[src/rtl/alu_pkg.sv]
`default_nettype none
// ============================================================================
// Package     : alu_pkg
// Description : Shared types and constants for the 16-bit ALU and the
//               stages around it. Defines the result word layout {Z, flags}
//               and the positions of the five flags inside the flag vector.
// Revision    : 1.0 - initial release
// ============================================================================
package alu_pkg;

   localparam int ALU_DW  = 16;

   // Flag vector layout: {S, ZR, CY, P, V}
   localparam int FLAG_S  = 4;
   localparam int FLAG_ZR = 3;
   localparam int FLAG_CY = 2;
   localparam int FLAG_P  = 1;
   localparam int FLAG_V  = 0;

   typedef logic [4:0] alu_flags_t;

   typedef struct packed {
      logic [ALU_DW-1:0] z;
      alu_flags_t        flags;
   } alu_result_t;

endpackage
`default_nettype wire

[src/rtl/skid_fifo2.sv]
`default_nettype none
// ============================================================================
// Module      : skid_fifo2
// Description : Two-entry FIFO of alu_result_t. The oldest entry lives in a
//               dedicated head register so the consumer-facing data comes
//               straight from a flop with no read mux; the second entry
//               waits in a tail register.
// Ports       : clk, rst_n      - clock, async active-low reset
//               push, wr_data   - write strobe and entry (ignored when full)
//               pop             - discard head (ignored when empty)
//               head            - oldest entry (holds last value when empty)
//               count           - occupancy 0..2
// Revision    : 1.0 - initial release
// ============================================================================
module skid_fifo2
   import alu_pkg::*;
(
   input  logic        clk,
   input  logic        rst_n,
   input  logic        push,
   input  logic        pop,
   input  alu_result_t wr_data,
   output alu_result_t head,
   output logic [1:0]  count
);

   alu_result_t head_q, head_d;
   alu_result_t tail_q, tail_d;
   logic [1:0]  count_q, count_d;
   logic        push_ok;
   logic        pop_ok;

   always_comb begin
      push_ok = push & (count_q != 2'd2);
      pop_ok  = pop  & (count_q != 2'd0);
      head_d  = head_q;
      tail_d  = tail_q;
      count_d = count_q + {1'b0, push_ok} - {1'b0, pop_ok};

      // Popping a full buffer promotes the tail into the head.
      if (pop_ok && (count_q == 2'd2)) begin
         head_d = tail_q;
      end

      // A new entry lands in the head when the head slot will be free after
      // this edge (empty, or the single entry is leaving); otherwise it
      // queues behind the head in the tail.
      if (push_ok) begin
         if ((count_q == 2'd0) || ((count_q == 2'd1) && pop_ok)) begin
            head_d = wr_data;
         end else begin
            tail_d = wr_data;
         end
      end
   end

   always_ff @(posedge clk or negedge rst_n) begin
      if (!rst_n) begin
         head_q  <= '0;
         tail_q  <= '0;
         count_q <= 2'd0;
      end else begin
         head_q  <= head_d;
         tail_q  <= tail_d;
         count_q <= count_d;
      end
   end

   assign head  = head_q;
   assign count = count_q;

endmodule
`default_nettype wire

[src/rtl/alu_result_stage.sv]
`default_nettype none
// ============================================================================
// Module      : alu_result_stage
// Description : Registered output stage behind the 16-bit ALU. Buffers up to
//               two {Z, flags} results behind a valid/ready handshake and
//               keeps a last-flags status register, a ZR consistency pulse,
//               a delivered-result counter and optional sticky CY/V bits.
// Ports       : in_valid/in_ready/in_z/in_flags     - upstream handshake
//               out_valid/out_ready/out_z/out_flags - downstream handshake
//               status     - flags of the most recently accepted result
//               zr_err     - one-cycle pulse after a push whose ZR flag
//                            disagrees with (in_z == 0)
//               result_cnt - number of results popped, wraps
//               sticky_clr/sticky_cy/sticky_v - present only when
//                            ALU_RS_STICKY_EN is defined
// Config      : `define ALU_RS_STICKY_EN to build the sticky CY/V record.
//               DW must equal alu_pkg::ALU_DW (the buffered word is
//               alu_result_t).
// Revision    : 1.0 - initial release
// ============================================================================
module alu_result_stage
   import alu_pkg::*;
#(
   parameter int DW    = ALU_DW,
   parameter int CNT_W = 8
) (
   input  logic             clk,
   input  logic             rst_n,
   input  logic             in_valid,
   output logic             in_ready,
   input  logic [DW-1:0]    in_z,
   input  logic [4:0]       in_flags,
   output logic             out_valid,
   input  logic             out_ready,
   output logic [DW-1:0]    out_z,
   output logic [4:0]       out_flags,
   output logic [4:0]       status,
   output logic             zr_err,
`ifdef ALU_RS_STICKY_EN
   input  logic             sticky_clr,
   output logic             sticky_cy,
   output logic             sticky_v,
`endif
   output logic [CNT_W-1:0] result_cnt
);

   alu_result_t      wr_data;
   alu_result_t      head;
   logic [1:0]       count;
   logic             push;
   logic             pop;

   alu_flags_t       status_q, status_d;
   logic             zr_err_q, zr_err_d;
   logic [CNT_W-1:0] result_cnt_q, result_cnt_d;

   // Handshake decodes come only from the registered occupancy, so there is
   // no combinational path from out_ready to in_ready.
   assign in_ready  = (count != 2'd2);
   assign out_valid = (count != 2'd0);
   assign push      = in_valid & in_ready;
   assign pop       = out_valid & out_ready;

   assign wr_data.z     = in_z;
   assign wr_data.flags = in_flags;

   skid_fifo2 u_fifo (
      .clk     (clk),
      .rst_n   (rst_n),
      .push    (push),
      .pop     (pop),
      .wr_data (wr_data),
      .head    (head),
      .count   (count)
   );

   assign out_z     = head.z;
   assign out_flags = head.flags;

   always_comb begin
      status_d     = push ? in_flags : status_q;
      zr_err_d     = push & (in_flags[FLAG_ZR] != (in_z == '0));
      result_cnt_d = pop ? (result_cnt_q + {{(CNT_W-1){1'b0}}, 1'b1})
                         : result_cnt_q;
   end

   always_ff @(posedge clk or negedge rst_n) begin
      if (!rst_n) begin
         status_q     <= '0;
         zr_err_q     <= 1'b0;
         result_cnt_q <= '0;
      end else begin
         status_q     <= status_d;
         zr_err_q     <= zr_err_d;
         result_cnt_q <= result_cnt_d;
      end
   end

   assign status     = status_q;
   assign zr_err     = zr_err_q;
   assign result_cnt = result_cnt_q;

`ifdef ALU_RS_STICKY_EN
   logic sticky_cy_q, sticky_cy_d;
   logic sticky_v_q,  sticky_v_d;

   // Set has priority over clear so an event arriving with sticky_clr is
   // still recorded.
   always_comb begin
      sticky_cy_d = (push & in_flags[FLAG_CY]) | (sticky_cy_q & ~sticky_clr);
      sticky_v_d  = (push & in_flags[FLAG_V])  | (sticky_v_q  & ~sticky_clr);
   end

   always_ff @(posedge clk or negedge rst_n) begin
      if (!rst_n) begin
         sticky_cy_q <= 1'b0;
         sticky_v_q  <= 1'b0;
      end else begin
         sticky_cy_q <= sticky_cy_d;
         sticky_v_q  <= sticky_v_d;
      end
   end

   assign sticky_cy = sticky_cy_q;
   assign sticky_v  = sticky_v_q;
`endif

endmodule
`default_nettype wire

[config.mk]
export PLATFORM = sky130hd
export DESIGN_NAME = alu_result_stage
export DESIGN_NICKNAME = d
export VERILOG_FILES = /design/src/rtl/alu_pkg.sv /design/src/rtl/skid_fifo2.sv /design/src/rtl/alu_result_stage.sv
export SDC_FILE = /design/constraint.sdc
export NUM_CORES = 1
export LEC_CHECK = 0
export ABC_CLOCK_PERIOD_IN_PS = 5150
export BUFFER_PORTS_ARGS = -buffer_cell sky130_fd_sc_hd__buf_2
export CORE_ASPECT_RATIO = 1.2
export CORE_MARGIN = 4
export CORE_UTILIZATION = 30
export CTS_BUF_LIST = sky130_fd_sc_hd__clkbuf_2
export CTS_CLUSTER_SIZE = 30
export DETAILED_ROUTE_END_ITERATION = 8
export PLACE_DENSITY_LB_ADDON = 0.3
export REMOVE_ABC_BUFFERS = 1
export SETUP_SLACK_MARGIN = 0.2
export SYNTH_ARGS = -nofsm -noshare
export SYNTH_HDL_FRONTEND = slang
export SYNTH_SLANG_ARGS = --single-unit
[constraint.sdc]
create_clock -name clk -period 5.15 [get_ports clk]
set_clock_uncertainty 0.2 [all_clocks]
set_input_delay 0.7725 -clock clk [delete_from_list [all_inputs] [get_ports clk]]
set_output_delay 0.7725 -clock clk [all_outputs]
set_load 0.005 [all_outputs]
==> reports/results.tsv <==
metric	value	unit
status	completed	
share of cells above drive strength 1	0.583	
total power	1.85	mW
Pint	1.28	mW
Worst slew margin	0.507	
first-pass GRT wire length	9.09	mm
met2 WL	2.61	mm
Worst Path Required	4180	ps
Sw Pwr	0.572	mW
max-slew violations	0	
most common cell after layout, fill and taps aside	buf_2	
post-CTS setup buffer count	0	
MaxCap Viol Count	0	
initial antenna violation count	0	
Clock power frac	0.151	
total gr overflow	0	
# resized after CTS	0	
Netlist cell types	24	
CP Capture Type	output pin	
die area	10400	um2
Arr. time, crit path	1420	ps
wl on met1	2.42	mm
RD Place Congestion	0.692	
CTS Hold Bufs	0	
crit-path max cell delay	500	ps
Synth Instances	178	
Initial Util	0.308	
crit start category	flip-flop	
Die Y	111	um
Layout Area Growth over Synthesis	20.0	%
CTS tree	built	
clock sink total	58	
synth warn	0	
DIE WIDTH	93.8	um
Comb pwr share	0.415	
DR vias	1661	
commonest non-fill, non-tap cells in the layout	buf_2, dfrtp_1, mux2_2	
CTS H-tree lvls	3	
number of synthesized flops with an enable pin	0	
VDD IR-drop max	0.000296	V
Total Routing Usage GR	0.115	
Setup violations, final	0	
setup tns final	0	ps
nets@finish	275	
DR pass1 iterations	4	
Tmin final	2390	ps
drt initial violations	17	
Via density	4.50	
Yosys reg bits	58	
io pins	62	
reg2reg start	u_fifo.count[1]$_DFF_PN0_	
Final period util	0.465	
vias in the first global route	1787	
crit path cell chain	or2b_1 -> buf_2	
largest net degree at the start of global routing	59	
f_max	418	MHz
leakage power	1.57	nW
Async SR Flop Fraction	1.00	
routed len/inst	14.8	um
Power Dens Cells	582	nW/um2
n_diodes	0	
critical path's slowest cell	dfrtp_1	
clock buffer depth	2	
CTS buffer count	9	
RSZ-0062 raised after global routing	no	
core area	8610	um2
WL final	5.44	mm
register clock-pin slew on the reported worst setup and hold paths	170	ps
Synth Flop Type	dfrtp_1	
root buf cell	clkbuf_2	
worst setup path startpoint	u_fifo.count[1]$_DFF_PN0_	
CP Class	reg -> out	
sequential share of power	0.434	
metal3 WL	311	um
Slew @ Worst Pin	739	ps
worst-path fanout max	6	
highest metal used	met4	
synthesized area	2650	um2
DP HPWL	3.73	mm
Routed Antenna Nets	0	
PortBufs	61	
Final Hold Fails	0	
Post-Syn Area per Cell	14.9	um2
switching share of power	0.309	
FP Rows	37	
DRC	0	
sequential share of the synthesized area	0.548	
Skew-Pair Late Insertion Delay	470	ps
Min-Delay Path Class	in -> async	
==> registers in the layout, indices dropped and copies added (netlist names) <==
signal / cells
u_fifo.count: 2
status: 5
u_fifo.tail_q: 21
zr_err: 1
result_cnt: 8
u_fifo.head: 21
==> kinds of logic after synthesis <==
kind of cell	count (synthesis)	share of synthesized area
mux	68	0.317
flops	58	0.548
simple gates	24	0.0534
buf+inv	12	0.0264
xor+xnor	9	0.0298
compound gates	4	0.0113
fa+ha+maj	3	0.0142
==> final timing paths <==
kind | slack (ps) | cells after the start | endpoint
worst max-delay path | 2760 | 2 | in_ready
worst min-delay path | 210 | 2 | u_fifo.head[19]$_DFF_PN0_
worst max register to register | 2990 | 7 | u_fifo.count[1]$_DFF_PN0_
worst min register to register | 280 | 1 | result_cnt[7]$_DFFE_PN0P_
max in group asynchronous | 4040 | 2 | u_fifo.count[0]$_DFF_PN0_
min in group clk | 280 | 1 | result_cnt[7]$_DFFE_PN0P_
==> power by group through the flow <==
| stage | combinational (mW) | clock [mW] | sequential, mW |
|---|---|---|---|
| floorplan | 0.537 | 0 | 0.807 |
| global placement | 0.766 | 0 | 0.817 |
| detailed placement | 0.785 | 0 | 0.822 |
| CTS | 0.787 | 0.294 | 0.810 |
| global route | 0.848 | 0.316 | 0.839 |
| finish | 0.768 | 0.278 | 0.803 |
==> critical path, delay by kind of cell (launching register included) <==
family	cells	cell delay, ps
buffers and inverters	1	150
AND/OR/NAND/NOR	1	310
flip-flops	1	500
==> layer usage <==
layer,track usage,up-vias
met3,0.0401,10
met2,0.177,47
met4,0.0520,0
li1,-,774
met1,0.144,830
met5,0,-
==> synthesized netlist by cell type (all sizes together) (2+ instances only) <==
| master | instances | share of area |
|---|---|---|
| nand2 | 7 | 0.0099 |
| inv | 6 | 0.0085 |
| ha | 3 | 0.014 |
| dfrtp | 58 | 0.55 |
| mux2 | 67 | 0.31 |
| nor3 | 2 | 0.0038 |
| nand3 | 2 | 0.0038 |
| xnor2 | 6 | 0.020 |
| xor2 | 3 | 0.0099 |
| nand4 | 4 | 0.0094 |
| nor4 | 4 | 0.0094 |
| buf | 6 | 0.018 |
| nand3b | 2 | 0.010 |
| o211ai | 2 | 0.0057 |
==> stage by stage <==
step | std cells | utilization | hold slack [ps] | cell area, um2 | worst slack [ps]
after floorplan | 172 | - | 265 | 2600 | 2020
after global placement | 353 | 0.357 | 257 | 3080 | 2730
after detailed placement | 353 | 0.357 | 265 | 3080 | 2700
after CTS | 369 | 0.369 | 211 | 3180 | 2700
after global routing | 369 | 0.369 | 246 | 3180 | 2620
final | 369 | 0.369 | 210 | 3180 | 2760
==> cell type report <==
cell class | count | area [um2]
inverter | 6 | 22.5
clock inverter | 4 | 42.5
tap | 117 | 146
sequential | 58 | 1450
timing repair buffer | 64 | 328
fill | 882 | 5430
multi-input combinational | 108 | 1130
clock buffer | 12 | 60.1
Note: power is estimated with default switching activity, not from simulation.
